<file path="src/rtl/key_event_tracker.sv">
// Commits debounced key changes one at a time, lowest index first, into key_num
// and queues a matching press/release event in a first-word fall-through FIFO.
module key_event_tracker #(
    parameter int unsigned NKEYS = 17,
    parameter int unsigned DEPTH = 8
) (
    input  logic                     clock,
    input  logic                     reset,
    input  logic [NKEYS-1:0]         keys_in,
    output logic [NKEYS-1:0]         key_num,
    output logic                     note_ready,
    output logic                     ev_valid,
    input  logic                     ev_ready,
    output logic [4:0]               ev_key,
    output logic                     ev_press,
    output logic [$clog2(DEPTH):0]   ev_count,
    output logic                     overflow
);

    localparam int unsigned AW = $clog2(DEPTH);
    localparam logic [AW:0] FULL_COUNT = (AW + 1)'(DEPTH);

    logic [NKEYS-1:0] keys_q;
    logic [NKEYS-1:0] pending;
    logic [NKEYS-1:0] lowest;
    logic [AW-1:0]    wr_ptr;
    logic [AW-1:0]    rd_ptr;
    logic [5:0]       mem [DEPTH];
    logic [5:0]       head;
    logic [4:0]       sel_idx;
    logic             sel_press;
    logic             full;
    logic             commit;
    logic             pop;

    assign pending   = keys_q ^ key_num;
    // Two's-complement trick isolates the lowest set bit of pending.
    assign lowest    = pending & (~pending + NKEYS'(1));
    assign sel_press = |(keys_q & lowest);
    assign full      = (ev_count == FULL_COUNT);
    assign commit    = (|pending) && !full;
    assign ev_valid  = (ev_count != '0);
    assign pop       = ev_valid && ev_ready;

    always_comb begin
        sel_idx = '0;
        for (int i = NKEYS - 1; i >= 0; i--) begin
            if (pending[i]) sel_idx = 5'(i);
        end
    end

    always_ff @(posedge clock) begin
        if (reset) begin
            keys_q     <= '0;
            key_num    <= '0;
            note_ready <= 1'b0;
            overflow   <= 1'b0;
            wr_ptr     <= '0;
            rd_ptr     <= '0;
            ev_count   <= '0;
        end else begin
            keys_q     <= keys_in;
            note_ready <= commit;
            if ((|pending) && full) overflow <= 1'b1;
            if (commit) begin
                key_num <= key_num ^ lowest;
                wr_ptr  <= wr_ptr + AW'(1);
            end
            if (pop) rd_ptr <= rd_ptr + AW'(1);
            case ({commit, pop})
                2'b10:   ev_count <= ev_count + (AW + 1)'(1);
                2'b01:   ev_count <= ev_count - (AW + 1)'(1);
                default: ev_count <= ev_count;
            endcase
        end
    end

    // Storage needs no reset: pointers and count gate every read.
    always_ff @(posedge clock) begin
        if (commit && !reset) mem[wr_ptr] <= {sel_idx, sel_press};
    end

    assign head     = mem[rd_ptr];
    assign ev_key   = ev_valid ? head[5:1] : 5'd0;
    assign ev_press = ev_valid ? head[0] : 1'b0;

endmodule

</file>
<file path="config.mk">
export PLATFORM = sky130hd
export DESIGN_NAME = key_event_tracker
export DESIGN_NICKNAME = d
export VERILOG_FILES = /design/src/rtl/key_event_tracker.sv
export SDC_FILE = /design/constraint.sdc
export NUM_CORES = 1
export LEC_CHECK = 0
export CORE_UTILIZATION = 55
export CTS_BUF_LIST = sky130_fd_sc_hd__clkbuf_8
export DETAILED_ROUTE_END_ITERATION = 6
export HOLD_SLACK_MARGIN = 0.08
export PLACE_DENSITY = 0.78
export SYNTH_ARGS = -nofsm -noshare
export SYNTH_HDL_FRONTEND = slang
export SYNTH_SLANG_ARGS = --single-unit
</file>
<file path="constraint.sdc">
create_clock -name clock -period 3.5 [get_ports clock]
set_clock_uncertainty 0.1 [all_clocks]
set_input_delay 0.35 -clock clock [delete_from_list [all_inputs] [get_ports clock]]
set_output_delay 0.35 -clock clock [all_outputs]
set_load 0.05 [all_outputs]
</file>
* After elaboration in Yosys (flattened, before gate mapping) *
Memory sizes are Yosys's and may differ from the RTL's. A register that Yosys moved wholly into a read port is not among the register bits.
Index checks and enable logic that the tools add are counted.

storage, ports and cells
  flip-flop bits (word level) = 46
  latch bits = 0
  RAM bits = 48
  bits in read-only memories = 0
  input port bits = 20
  output and inout bits = 30
  logic and storage cells = 55
  memories kept = 1

memory list
  name  words  width  read ports  clocked after Yosys merged registers in  wr ports  RTL line  RTL
  mem   8      6      1           1                                        1         28        logic [5:0] mem [DEPTH];

cells by class
  add/sub/neg operators = 5
  $mul = 0
  div/mod/pow operators = 0
  $lt $le $gt $ge = 0
  equal/unequal tests = 3
  shift operators = 0
  mux-type cells = 24
  bitwise gates (word level) = 5
  reductions and logical operators = 10

operators by type and width
  cell                                                                    count
  5-bit 2-to-1 mux                                                        18
  17-bit AND                                                              2
  17-bit OR reduction                                                     2
  17-bit XOR                                                              2
  17-bit by 1-bit adder with 17-bit output (second input constant)        1
  17-bit inverter                                                         1
  4-bit one-hot mux with 2 select lines                                   1
  3-bit by 1-bit adder with 3-bit output (second input constant)          2
  3-bit 2-to-1 mux                                                        2
  4-bit by 1-bit adder with 4-bit output (second input constant)          1
  4-bit equality test (second input constant)                             1
  1-bit logical AND                                                       4
  4-bit nonzero test                                                      1
  4-bit by 1-bit subtractor with 4-bit output (second input constant)     1
  1-bit 2-to-1 mux                                                        3
  2-bit by 1-bit equality test with 1-bit output (second input constant)  1
  2-bit equality test (second input constant)                             1
  1-bit logical NOT                                                       2
  2-bit nonzero test                                                      1

* Longest topological paths before layout *
  depth after elaboration = 18
  gate-level depth with buffers = 14
  gate-level depth less buffers = 13

* Least setup slack after synthesis *
No wires, ideal clock.

  path kind = reg2reg
  start = register key_num[0]
  end = register ev_count[3]
  setup time = 0.070 ns
  arrival = 3.256 ns
  data required time = 3.330 ns
  slack = 0.074 ns
  cell stages (with the launch flop) = 15
  path buffers = 1
  clock period less this slack = 3.426 ns
  cells stage by stage = dfxtp_1 -> inv_1 -> ha_1 -> clkbuf_1 -> nand4_4 -> nor3_1 -> a21oi_2 -> clkinv_1 -> ha_1 -> ha_1 -> a21o_1 -> a21oi_1 -> xnor2_1 -> or3_1 -> a21oi_1

on the way
  longest elaborated chain between the ends = 5
  elaborated cells between the ends (all ways) = 7
  classes of those cells = eq/ne: 2; mux: 1; bitwise: 1; reduce/logical: 3

RTL lines
  what                                                                                          RTL line  RTL
  start: declaration                                                                            10        output logic [NKEYS-1:0] key_num,
  start signal: assignment                                                                      66        key_num <= key_num ^ lowest;
  17-bit XOR *                                                                                  36        assign pending = keys_q ^ key_num;
  17-bit OR reduction *                                                                         41        assign commit = (|pending) && !full;
  1-bit logical AND *                                                                           41
  2-bit by 1-bit equality test with 1-bit output / 2-bit equality test (equally long branches)  70        case ({commit, pop})
  4-bit one-hot mux with 2 select lines / 2-bit nonzero test (equally long branches)            -
  end signal: assignment                                                                        71        2'b10: ev_count <= ev_count + (AW + 1)'(1);
  end signal: assignment                                                                        72        2'b01: ev_count <= ev_count - (AW + 1)'(1);
  end signal: assignment                                                                        73        default: ev_count <= ev_count;
  end: declaration                                                                              16        output logic [$clog2(DEPTH):0] ev_count,

Every way passes the cells marked *; elsewhere a longest branch is shown, timed or not.
A chain may end at the register's enable or synchronous reset.

==> out/metrics.csv <==
stage,metric,value,unit
sta,setup_tns,0,ps
floorplanning,initial core utilization,0.567,
pwr,total power,3240,uW
pwr,Cell Pwr Density,622,nW/um^2
detailed_routing,DRT Pass-1 Iters,4,
detailed_routing,wire length per cell,15.6,um
grt,Overflow after GRT,0,
finish,Nets,448,
finish,Finished Core Util,0.678,
setup_path,crit path capture type,flip-flop,
setup_path,Setup CP Type,flip-flop to flip-flop,
synth,syn avg cell area,12.1,um^2
placed_design,Routability Congestion,0.877,
detailed_routing,Post-route DRC,0,
sta,Fmax achieved,0.326,GHz
placed_design,post-DP HPWL,5.99,mm
sta,endpoints failing hold,0,
floorplanning,die height,91,um
setup_path,crit path DAT,3260,ps
detailed_routing,drt total wl,8.26,mm
synth,#FFs+latches synth,97,
sta,Least-Margin Pin Slew,675,ps
grt,initial antenna violation count,0,
sta,final setup vio count,0,
synth,Post-synth EDFFs,48,
sta,Slew Limit Headroom,0.548,
floorplanning,site row count,32,
run,max cap viols,0,
synth,async set-reset flop share out of synthesis,0,
synth,Post-Synthesis Cells,361,
outcome,status,completed,
cts,H-tree depth,3,
floorplanning,I/O pins,50,
floorplanning,core footprint,7690,um^2
placed_design,dpl ws,462,ps
finish,fillers,578,
cts,CTS tree,built,
placed_design,# port buffers,49,
cts,clock slew at the register clock pins of the worst setup and hold paths,90,ps
detailed_routing,DR iter-0 viols,130,
sta,unrepaired setup endpoints after global routing,false,
detailed_routing,post-route ant nets,0,
sta,minimum clock period,3070,ps
synth,"Top FF cell, synth",dfxtp_1,
cts,CTS max path bufs,2,
grt,vias in the first global route,2869,
sta,"Slew Viols, Final",0,
cts,Sink Count,97,
min_path,worst min-delay path startpoint,overflow,
floorplanning,die width,91,um
synth,"Seq/Total Area, Yosys",0.556,
pwr,Pleak,0.00184,uW
grt,Tot GR Track Use,0.214,
cts,postcts setup bufs,0,
synth,warnings from Yosys,0,
cts,# resized after CTS,0,
sta,fin worst setup slack,433,ps
setup_path,Critical Path Source Type,flip-flop,
cts,post-cts hold buffer count,0,
cts,root cell of the clock tree,clkbuf_8,
synth,Synth Net Count,388,
cts,Num CTS Buffers,9,
grt,first-pass GRT wire length,13.6,mm
grt,largest net degree at the start of global routing,48,
setup_path,Crit Path Max Fanout,8,
finish,layout cells sized above 1,0.138,
pwr,Max VDD drop,0.000319,V
sta,period utilisation layout,0.876,
setup_path,Worst EP required,3700,ps
detailed_routing,total number of vias,2853,
finish,# diodes,0,
synth,number of distinct library cells after synthesis,56,
detailed_routing,post-DR vias/cell,5.40,
cts,Skew-Pair Late Insertion Delay,360,ps
synth,Synth Cell Area,4360,um^2
min_path,hold crit path type,flip-flop to flip-flop,
floorplanning,full die area,8280,um^2
finish,Area Overhead vs Synth,19.6,%
-- cell families after synthesis --
group,after synthesis,synth area share
simple gates,117,0.143
mux,27,0.0965
fa+ha+maj,13,0.0362
buf+inv,30,0.0281
flops,97,0.556
xor+xnor,26,0.0609
compound gates,51,0.0790
-- cell type report --
type	instances	area (um^2)	share of cell area
Clock buffer	9	124	0.0238
Clock inverter	7	76.3	0.0147
Multi-Input combinational cell	234	1810	0.348
Tap cell	102	128	0.0245
Inverter	17	63.8	0.0123
Sequential cell	97	2420	0.465
Timing Repair Buffer	62	583	0.112
-- through the flow --
step / hold slack, ps / instances / area, um^2
floorplan: 354 / 361 / 4360
global placement: 353 / 512 / 5010
detailed placement: 365 / 512 / 5010
CTS: 387 / 528 / 5210
global route: 423 / 528 / 5210
finish: 377 / 528 / 5210
-- synth_stat cells, types with 2 or more instances --
cell type / n / share of area
dfxtp_1: 49 / 0.23
edfxtp_1: 48 / 0.33
nor2_1: 34 / 0.029
nand2_1: 22 / 0.019
nor2b_1: 20 / 0.029
a21oi_1: 18 / 0.021
inv_1: 15 / 0.013
mux2i_1: 15 / 0.034
xnor2_1: 13 / 0.026
mux4_2: 12 / 0.062
clkbuf_1: 9 / 0.0078
o21ai_0: 9 / 0.010
xor2_1: 8 / 0.016
nor3_1: 7 / 0.0080
ha_1: 6 / 0.017
nand3_1: 5 / 0.0057
a211oi_1: 4 / 0.0069
maj3_1: 4 / 0.0092
nand2b_1: 4 / 0.0057
nor4_1: 4 / 0.0057
xnor2_2: 4 / 0.015
a2111oi_0: 3 / 0.0060
and2_1: 3 / 0.0043
nand4_1: 3 / 0.0043
o311a_1: 3 / 0.0069
or3_1: 3 / 0.0043
a31oi_1: 2 / 0.0029
a41o_1: 2 / 0.0046
buf_2: 2 / 0.0023
clkinv_1: 2 / 0.0017
maj3_2: 2 / 0.0052
nand4_2: 2 / 0.0057
-- power breakdown --
part           internal (uW)  switching, uW
registers               1330           78.7
logic                    435            661
clock network            337            396
-- cells in the final DEF, fill, tap and decap left out, drive strengths merged, types with 3 or more instances in the layout --
| cell | Yosys | routed |
|---|---|---|
| buf | 4 | 14 |
| a21oi | 19 | 19 |
| mux4 | 12 | 12 |
| inv | 15 | 18 |
| nand2b | 4 | 4 |
| nor4 | 4 | 4 |
| clkdlybuf4s50 | 0 | 48 |
| nor2b | 20 | 20 |
| dfxtp | 49 | 49 |
| maj3 | 6 | 6 |
| ha | 6 | 6 |
| nand3 | 5 | 5 |
| a2111oi | 4 | 4 |
| o311a | 3 | 3 |
| clkbuf | 9 | 9 |
| nand2 | 22 | 22 |
| nor3 | 7 | 7 |
| o21ai | 9 | 9 |
| clkinv | 2 | 3 |
| edfxtp | 48 | 48 |
| mux2i | 15 | 15 |
| xor2 | 9 | 9 |
| nor2 | 35 | 35 |
| nand4 | 6 | 6 |
| or3 | 4 | 4 |
| a211oi | 4 | 4 |
| and2 | 3 | 3 |
| xnor2 | 17 | 17 |
-- critical path, stage by stage (launching register included) --
cell	delay, ps
dfxtp_1	350
xnor2_1	430
nand4_2	290
nor2_2	360
a21oi_2	110
clkinv_1	70
ha_1	190
ha_1	240
a21o_1	180
a21oi_1	160
xnor2_1	80
or3_1	300
a21oi_1	130
-- path summary, 6_finish.rpt --
check | slack [ps] | endpoint | depth (start not counted)
worst max-delay path | 430 | ev_count[3] | 12
worst min-delay path | 380 | overflow | 2
worst max register to register | 430 | ev_count[3] | 12
worst min register to register | 380 | overflow | 2
-- layer usage --
| metal | wire length, um | vias up | global-route usage | part of all wire |
|---|---|---|---|---|
| met4 | 117 | 0 | 0.0899 | 0.014 |
| met3 | 311 | 9 | 0.0343 | 0.038 |
| met1 | 3610 | 1349 | 0.263 | 0.44 |
| li1 | - | 1420 | - | - |
| met5 | 0 | - | 0 | 0 |
| met2 | 4220 | 75 | 0.372 | 0.51 |
Note: power is estimated with default switching activity, not from simulation.
